--- src/rtl/seq_calculator_if.sv ---
// rtl/seq_calculator_if.sv - request/response bundle for seq_calculator
interface seq_calculator_if #(
  parameter int WIDTH = 5
);
  localparam int RES_W = 2 * WIDTH;

  logic             i_Start;
  logic [WIDTH-1:0] i_A;
  logic [WIDTH-1:0] i_B;
  logic [1:0]       i_Calc;
  logic             o_Busy;
  logic             o_Done;
  logic [RES_W-1:0] o_Result;
  logic             o_Neg;
  logic             o_Err;

  modport master (
    output i_Start, i_A, i_B, i_Calc,
    input  o_Busy, o_Done, o_Result, o_Neg, o_Err
  );

  modport slave (
    input  i_Start, i_A, i_B, i_Calc,
    output o_Busy, o_Done, o_Result, o_Neg, o_Err
  );
endinterface

--- src/rtl/seq_calculator.sv ---
// rtl/seq_calculator.sv - multi-cycle add/sub/mul/div calculator; CALC_DIV_EN builds the divider
module seq_calculator #(
  parameter int WIDTH = 5
) (
  input  logic           i_Clk,
  input  logic           i_Rst_n,
  seq_calculator_if.slave bus
);
  localparam int RES_W = 2 * WIDTH;
  localparam int CNT_W = $clog2(WIDTH + 1);

  typedef enum logic [1:0] {IDLE, RUN, DONE} state_t;

  state_t           state, state_next;
  logic [1:0]       calc_q;
  logic [CNT_W-1:0] cnt;
  logic [RES_W-1:0] acc;
  logic [RES_W-1:0] mcand;
  logic [WIDTH-1:0] mplr;
  logic [RES_W-1:0] mul_acc_next;
  logic             last_iter;

  assign mul_acc_next = acc + (mplr[0] ? mcand : '0);
  assign last_iter    = (cnt == CNT_W'(1));

`ifdef CALC_DIV_EN
  logic [WIDTH-1:0] rem;
  logic [WIDTH-1:0] quot;
  logic [WIDTH-1:0] divisor;
  logic [WIDTH:0]   div_shift;
  logic [WIDTH:0]   div_diff;
  logic             div_fit;
  logic [WIDTH-1:0] div_rem_next;
  logic [WIDTH-1:0] div_quot_next;

  // A borrow out of the trial subtraction means the divisor did not fit.
  assign div_shift     = {rem, quot[WIDTH-1]};
  assign div_diff      = div_shift - {1'b0, divisor};
  assign div_fit       = ~div_diff[WIDTH];
  assign div_rem_next  = div_fit ? div_diff[WIDTH-1:0] : div_shift[WIDTH-1:0];
  assign div_quot_next = {quot[WIDTH-2:0], div_fit};
`endif

  assign bus.o_Busy = (state != IDLE);
  assign bus.o_Done = (state == DONE);

  always_ff @(posedge i_Clk) begin
    if (!i_Rst_n) state <= IDLE;
    else          state <= state_next;
  end

  always_comb begin
    state_next = state;
    case (state)
      IDLE: begin
        if (bus.i_Start) begin
          if (bus.i_Calc == 2'd2) state_next = RUN;
`ifdef CALC_DIV_EN
          else if (bus.i_Calc == 2'd3 && bus.i_B != '0) state_next = RUN;
`endif
          else state_next = DONE;
        end
      end
      RUN:     if (last_iter) state_next = DONE;
      DONE:    state_next = IDLE;
      default: state_next = IDLE;
    endcase
  end

  always_ff @(posedge i_Clk) begin
    if (!i_Rst_n) begin
      calc_q       <= '0;
      cnt          <= '0;
      acc          <= '0;
      mcand        <= '0;
      mplr         <= '0;
      bus.o_Result <= '0;
      bus.o_Neg    <= 1'b0;
      bus.o_Err    <= 1'b0;
`ifdef CALC_DIV_EN
      rem          <= '0;
      quot         <= '0;
      divisor      <= '0;
`endif
    end else begin
      case (state)
        IDLE: begin
          if (bus.i_Start) begin
            calc_q <= bus.i_Calc;
            cnt    <= CNT_W'(WIDTH);
            acc    <= '0;
            mcand  <= RES_W'(bus.i_A);
            mplr   <= bus.i_B;
`ifdef CALC_DIV_EN
            rem     <= '0;
            quot    <= bus.i_A;
            divisor <= bus.i_B;
`endif
            // Single-cycle modes and the error cases resolve on the capture edge.
            case (bus.i_Calc)
              2'd0: begin
                bus.o_Result <= RES_W'(bus.i_A) + RES_W'(bus.i_B);
                bus.o_Neg    <= 1'b0;
                bus.o_Err    <= 1'b0;
              end
              2'd1: begin
                if (bus.i_A < bus.i_B) begin
                  bus.o_Result <= RES_W'(bus.i_B - bus.i_A);
                  bus.o_Neg    <= 1'b1;
                end else begin
                  bus.o_Result <= RES_W'(bus.i_A - bus.i_B);
                  bus.o_Neg    <= 1'b0;
                end
                bus.o_Err <= 1'b0;
              end
              2'd2: ;
              default: begin
`ifdef CALC_DIV_EN
                if (bus.i_B == '0) begin
                  bus.o_Result <= '0;
                  bus.o_Neg    <= 1'b0;
                  bus.o_Err    <= 1'b1;
                end
`else
                bus.o_Result <= '0;
                bus.o_Neg    <= 1'b0;
                bus.o_Err    <= 1'b1;
`endif
              end
            endcase
          end
        end
        RUN: begin
          cnt <= cnt - CNT_W'(1);
          if (calc_q == 2'd2) begin
            acc   <= mul_acc_next;
            mcand <= mcand << 1;
            mplr  <= mplr >> 1;
          end
`ifdef CALC_DIV_EN
          else begin
            rem  <= div_rem_next;
            quot <= div_quot_next;
          end
`endif
          if (last_iter) begin
`ifdef CALC_DIV_EN
            bus.o_Result <= (calc_q == 2'd2) ? mul_acc_next : {div_rem_next, div_quot_next};
`else
            bus.o_Result <= (calc_q == 2'd2) ? mul_acc_next : '0;
`endif
            bus.o_Neg <= 1'b0;
            bus.o_Err <= 1'b0;
          end
        end
        default: ;
      endcase
    end
  end
endmodule

--- src/flat_wrapper.sv ---
// flat-port wrapper written by rule: the top's interface ports become plain ports
module seq_calculator_flat 
#(
  parameter int WIDTH = 5
)
  (i_Clk, i_Rst_n, bus_i_Start, bus_i_A, bus_i_B, bus_i_Calc, bus_o_Busy, bus_o_Done, bus_o_Result, bus_o_Neg, bus_o_Err);
  seq_calculator_if #(.WIDTH(WIDTH)) bus_i ();
  input  logic i_Clk;
  input  logic i_Rst_n;
  input wire logic [$bits(bus_i.i_Start)-1:0] bus_i_Start;
  input wire logic [$bits(bus_i.i_A)-1:0] bus_i_A;
  input wire logic [$bits(bus_i.i_B)-1:0] bus_i_B;
  input wire logic [$bits(bus_i.i_Calc)-1:0] bus_i_Calc;
  output wire logic [$bits(bus_i.o_Busy)-1:0] bus_o_Busy;
  output wire logic [$bits(bus_i.o_Done)-1:0] bus_o_Done;
  output wire logic [$bits(bus_i.o_Result)-1:0] bus_o_Result;
  output wire logic [$bits(bus_i.o_Neg)-1:0] bus_o_Neg;
  output wire logic [$bits(bus_i.o_Err)-1:0] bus_o_Err;
  assign bus_i.i_Start = bus_i_Start;
  assign bus_i.i_A = bus_i_A;
  assign bus_i.i_B = bus_i_B;
  assign bus_i.i_Calc = bus_i_Calc;
  assign bus_o_Busy = bus_i.o_Busy;
  assign bus_o_Done = bus_i.o_Done;
  assign bus_o_Result = bus_i.o_Result;
  assign bus_o_Neg = bus_i.o_Neg;
  assign bus_o_Err = bus_i.o_Err;
  seq_calculator #(.WIDTH(WIDTH)) u_core (.i_Clk(i_Clk), .i_Rst_n(i_Rst_n), .bus(bus_i));
endmodule
--- config.mk ---
export PLATFORM = sky130hd
export DESIGN_NAME = seq_calculator_flat
export DESIGN_NICKNAME = d
export VERILOG_FILES = /design/src/rtl/seq_calculator_if.sv /design/src/rtl/seq_calculator.sv /design/src/flat_wrapper.sv
export SDC_FILE = /design/constraint.sdc
export NUM_CORES = 1
export LEC_CHECK = 0
export ABC_AREA = 1
export CAP_MARGIN = 20
export CORE_ASPECT_RATIO = 1.25
export CORE_MARGIN = 4
export CORE_UTILIZATION = 52
export DETAILED_ROUTE_END_ITERATION = 7
export GPL_TIMING_DRIVEN = 0
export PLACE_DENSITY = 0.8
export SYNTH_ARGS = -nofsm -noshare
export SYNTH_HDL_FRONTEND = slang
export SYNTH_SLANG_ARGS = --single-unit
--- constraint.sdc ---
create_clock -name i_Clk -period 2.4 [get_ports i_Clk]
set_input_delay 0.48 -clock i_Clk [delete_from_list [all_inputs] [get_ports i_Clk]]
set_output_delay 0.48 -clock i_Clk [all_outputs]
set_load 0.05 [all_outputs]
* Word-level counts from Yosys, hierarchy flattened
Index checks and enable logic that the tools add are counted.
Word-level totals: input bits 15, word-level logic and storage cells 65, output and inout bits 14, register bits 44
Operators by class: reduce and logical (&&, ||, !) cells 10, $lt $le $gt $ge 1, mux-type cells 30, $add $sub $neg 5, equal/unequal tests 10
Operator list (number):
- 10-bit 2-to-1 mux | 9
- 10-bit one-hot mux with 2 select lines | 3
- 10-bit one-hot mux with 3 select lines | 1
- 5-bit by 5-bit subtractor with 6-bit output | 2
- 10-bit adder | 1
- 5-bit 2-to-1 mux | 2
- 5-bit one-hot mux with 2 select lines | 1
- 1-bit one-hot mux with 2 select lines | 4
- 5-bit by 5-bit adder with 6-bit output | 1
- 2-bit == test, second input constant | 3
- 2-bit 2-to-1 mux | 3
- 3-bit one-hot mux with 2 select lines | 1
- 2-bit AND reduction | 3
- 5-bit < comparator | 1
- 2-bit by 1-bit == test with 1-bit output, second input constant | 2
- 2-bit zero test | 2
- 1-bit 2-to-1 mux | 4
- 2-bit by 1-bit != test with 1-bit output, second input constant | 2
- 2-bit != test, second input constant | 2
- 2-bit one-hot mux with 2 select lines | 1
- 4-bit AND reduction | 1
- 2-bit nonzero test | 2
- 3-bit by 1-bit == test with 1-bit output, second input constant | 1
- 3-bit 2-to-1 mux | 1
- 3 further kinds | 3

* Logic depth before layout (Yosys ltp)
depth in word-level cells 5, depth in mapped cells 14, mapped depth without buffers 14

* Least setup slack after synthesis
Ideal clock, no wire load.
path kind register to register, from register u_core.mplr[0], to register u_core.bus.o_Result[6], path buffers 1, library setup time 70 ps, period minus slack after synthesis 1854 ps, path slack 546 ps, data arrival time 1784 ps, stages on the path, launching flop included 13, required time 2330 ps, path through dfxtp_1 -> clkbuf_1 -> nand2_1 -> inv_1 -> ha_1 -> fa_1 -> nand3_1 -> nand2_1 -> nand2_1 -> nand2_1 -> a21oi_1 -> nand3_1 -> a21oi_1
Between the ends: word-level cells in the longest chain between the ends 5
Ends and longest elaborated chain:
- from (decl) | line seq_calculator.sv:19 | logic [WIDTH-1:0] mplr;
- from (signal assigned) | line seq_calculator.sv:93 | mplr <= bus.i_B;
- from (signal assigned) | line seq_calculator.sv:138 | mplr <= mplr >> 1;
- 10-bit 2-to-1 mux | line seq_calculator.sv:23 | assign mul_acc_next = acc + (mplr[0] ? mcand : '0);
- 10-bit adder | line seq_calculator.sv:23
- 10-bit 2-to-1 mux | line seq_calculator.sv:150 | bus.o_Result <= (calc_q == 2'd2) ? mul_acc_next : '0;
- 10-bit 2-to-1 mux | line seq_calculator.sv:146 | if (last_iter) begin
- 10-bit one-hot mux with 2 select lines | line seq_calculator.sv:86 | case (state)
- to (signal assigned) | line seq_calculator.sv:102 | bus.o_Result <= RES_W'(bus.i_A) + RES_W'(bus.i_B);
- to (signal assigned) | line seq_calculator.sv:108 | bus.o_Result <= RES_W'(bus.i_B - bus.i_A);
- to (signal assigned) | line seq_calculator.sv:150
- to (decl) | line seq_calculator_if.sv:24 | output o_Busy, o_Done, o_Result, o_Neg, o_Err
Every way passes these cells. The select of a mux whose other input is x is not followed. A chain may end at the register's enable or synchronous reset.

* Worst setup path in the final report
from input port bus_i_B[3], to register u_core.bus.o_Result[6]
Between the ends: word-level cells in the longest chain between the ends 5, elaborated cells on any way between the ends 7, those cells by class 2 x add/sub; 1 x order compare; 4 x mux
Ends and longest elaborated chain:
- from (decl) | line flat_wrapper.sv:12 | input wire logic [$bits(bus_i.i_B)-1:0] bus_i_B;
- 5-bit by 5-bit subtractor with 6-bit output, or another cell as far along | line seq_calculator.sv:111 | bus.o_Result <= RES_W'(bus.i_A - bus.i_B);
- 10-bit 2-to-1 mux (*) | line seq_calculator.sv:107 | if (bus.i_A < bus.i_B) begin
- 10-bit one-hot mux with 3 select lines (*) | line seq_calculator.sv:100 | case (bus.i_Calc)
- 10-bit 2-to-1 mux (*) | line seq_calculator.sv:88 | if (bus.i_Start) begin
- 10-bit one-hot mux with 2 select lines (*) | line seq_calculator.sv:86
- to (signal assigned) | line seq_calculator.sv:102
- to (signal assigned) | line seq_calculator.sv:108
- to (signal assigned) | line seq_calculator.sv:111
Mark *: on every way between the ends. The rest lies on a longest branch, timed or not. The select of a mux whose other input is x is not followed.

==> impl_metrics.toml <==
[power_and_ir_drop]
peakVddDrop_uv = 275.3
clkPwrFrac_pct = 26.2
p_leak_uw = 0.001741
p_total_uw = 1892
power_frac_seq_pct = 43.6
pwr-share-comb_pct = 30.2
switchingPower_uw = 674.1
switching_share_pct = 35.62
power.density_nw_per_um2 = 546.1
p_int_uw = 1218

[placed_design]
gp_congestion = 0.9536
place_area_um2 = 3358
dpl.hpwl_um = 5943
io_buffers = 27

[sta]
slew_headroom_pct = 53.29
period_share_pct = 93.83
finalCriticalPeriod_ps = 2252
rsz0062_at_grt = "no"
setup_viol = 0
drv_slew = 0
finalClockSkew_ps = 7.309
max_freq_mhz = 444.1
tightest_slew_ps = 695.4
hold_viol = 0

[worst_setup_path]
worst_setup_path_end_kind = "register"
critPathLaunchType = "input pin"
critPathMaxFanout = 10
critPathArrivalTime_ps = 2440
required_ps = 2590
criticalPathCategory = "input pin to register"

[cts]
insertion_delay_ps = 300
clock-sinks = 44
post_cts.repair.setup_buffers = 0
root_buffer = "clkbuf_8"
clock_path_buffers = 2
clk_pin_slew_ps = 80
htree_levels = 2
cts_hold_buf = 0
cts_tree = "yes"
cts_buffers = 5

[cells_and_area]
final_area_um2 = 3465
syn_to_final_growth_pct = 15.18
drive_above_1_share_pct = 6.513
fillers = 524
nets = 520
antenna_cells = 0

[logic_synthesis]
syn_inst = 443
syn_avg_cell_area_um2 = 6.790
synth_seq_cells = 44
synth.distinct_cells = 38
syn_nets = 488
yosysWarnings = 0
netlist_area_um2 = 3008
synth-seq-area-share_pct = 29.28

[global_route]
antenna_found_initial = 0
grt_max_degree = 14
track_usage_pct = 21.78
grt_pass1_wl_um = 12740
grt_pass1_vias = 2744
grt-ovfl-total = 0

[drt]
drt-met1-wl_um = 3495
drcViolationCount = 0
wl_per_cell_um = 14.18
met2_length_um = 3703
drt_iter0_drc = 196
firstDrtPassIters = 4
viasPerCell = 5.396
vias = 2914
met3_length_um = 195
drt_wl_total_um = 7656
top_layer_used = "met4"
drt.antenna.violating_nets = 0

[floorplan]
rows = 30
die_area_um2 = 7073
core_area_um2 = 5518
num_io_pins = 29
fp.dieW_um = 76.03
initial_core_util_pct = 54.51
die_h_um = 93.03

[job]
maxCapViolations = 0

[min_path]
hold_path.class = "register to register"

[outcome]
status = "finished clean"
[per-stage QoR]
step | cells | TNS, ps | utilization (%) | setup slack, ps | hold WS [ps]
2_1_floorplan | 443 | 0 | - | 546.4 | 439.0
3_3_place_gp | 534 | -3224 | 60.86 | -385.7 | 448.3
3_5_place_dp | 534 | -3654 | 60.86 | -454.8 | 456.0
4_1_cts | 542 | 0 | 62.74 | 71.63 | 470.6
5_1_grt | 540 | 0 | 62.79 | 5.416 | 498.5
6_report | 540 | 0 | 62.79 | 148.1 | 471.9
[sequential cells by signal, summed over array words and instances, names as in the netlist]
name	flops
u_core.mcand	10
u_core.state	2
u_core.acc	10
u_core.mplr	5
u_core.cnt	3
u_core.calc_q	2
u_core.bus.o_Result	10
u_core.bus.o_Neg	1
u_core.bus.o_Err	1
[cells in the final DEF (no fill, tap or decap), types with 4 or more instances in the layout]
cell type and count:
inv_1 54, a31oi_1 10, dfxtp_1 44, clkdlybuf4s50_1 23, nand3_1 33, clkbuf_8 6, inv_2 4, o21ai_1 7
a21oi_1 43, o21ai_0 18, clkbuf_1 8, xor2_1 4, nand4_1 6, fa_1 4, nand2_1 121, ha_1 26
nor2_1 26
[worst max-delay path, cell delays in order]
cell	delay [ps]
clkdlybuf4s50_1	530
inv_1	60
ha_1	300
clkbuf_4	190
inv_1	140
nand2_1	90
nand3_1	100
nor2_1	50
nand2_1	50
nand2_1	110
a21oi_4	220
a21oi_1	100
[path summary, 6_finish.rpt]
kind,from,to,slack (ps),cells past startpoint
worst max-delay path,bus_i_B[3],u_core.bus.o_Result[6],150,12
worst min-delay path,u_core.mplr[4],u_core.mplr[4],470,2
worst max register to register,u_core.mplr[0],u_core.bus.o_Result[6],350,11
worst min register to register,u_core.mplr[4],u_core.mplr[4],470,2
[metal layers]
metal  global-route usage, %  up-vias
li1                        -     1496
met1                   27.11     1347
met2                   37.43       55
met3                   2.023       16
met4                   10.68        0
met5                       0        -
[repair_timing]
item,in CTS,in global routing
gates resized for setup,4,5
cloned,0,0
setup endpoints to repair,7,7
[power by group through the flow]
stage          registers [µW]  logic (µW)  clock network (µW)
2_1_floorplan             908         317                   0
3_3_place_gp              835         560                   0
3_5_place_dp              836         567                   0
4_1_cts                   820         574                 496
5_1_grt                   833         625                 526
6_report                  826         571                 495
[cell type report]
cell class | instances | area, µm² | area share [%]
buffer | 14 | 77.57 | 2.239
clock buffer | 7 | 86.33 | 2.492
clock inverter | 1 | 7.507 | 0.2167
inverter | 59 | 224.0 | 6.464
multi-input combinational | 324 | 1836 | 52.98
sequential | 44 | 880.8 | 25.42
tap | 64 | 80.08 | 2.311
timing repair buffer | 27 | 272.8 | 7.873
[synthesized netlist by cell type (all sizes together)]
cell type / n / share of area, %
nand2: 125 / 16
inv: 59 / 7.4
a21oi: 45 / 8.0
dfxtp: 44 / 29
nand3: 33 / 5.5
nor2: 29 / 4.5
ha: 26 / 11
o21ai: 25 / 4.2
a31oi: 10 / 2.1
clkbuf: 9 / 1.1
buf: 7 / 1.5
nand4: 6 / 1.2
fa: 4 / 2.7
xor2: 4 / 1.2
nand3b: 3 / 0.75
or2: 3 / 0.62
o21a: 2 / 0.50
xnor2: 2 / 0.58
a211oi: 1 / 0.25
a21o: 1 / 0.25
a221oi: 1 / 0.29
a41oi: 1 / 0.54
and2: 1 / 0.21
nor3: 1 / 0.17
o21bai: 1 / 0.25
[cells by family after synthesis]
kind of cell	after synthesis	share of synthesized area, %
AOI/OAI and AO/OA	87	16.31
and+or+nand+nor	201	29.08
xor gates and xnor gates	6	1.747
adders and majority gates	30	13.48
buffers and inverters	75	10.11
DFF	44	29.28
No activity file was read; power rests on OpenSTA's default activity.
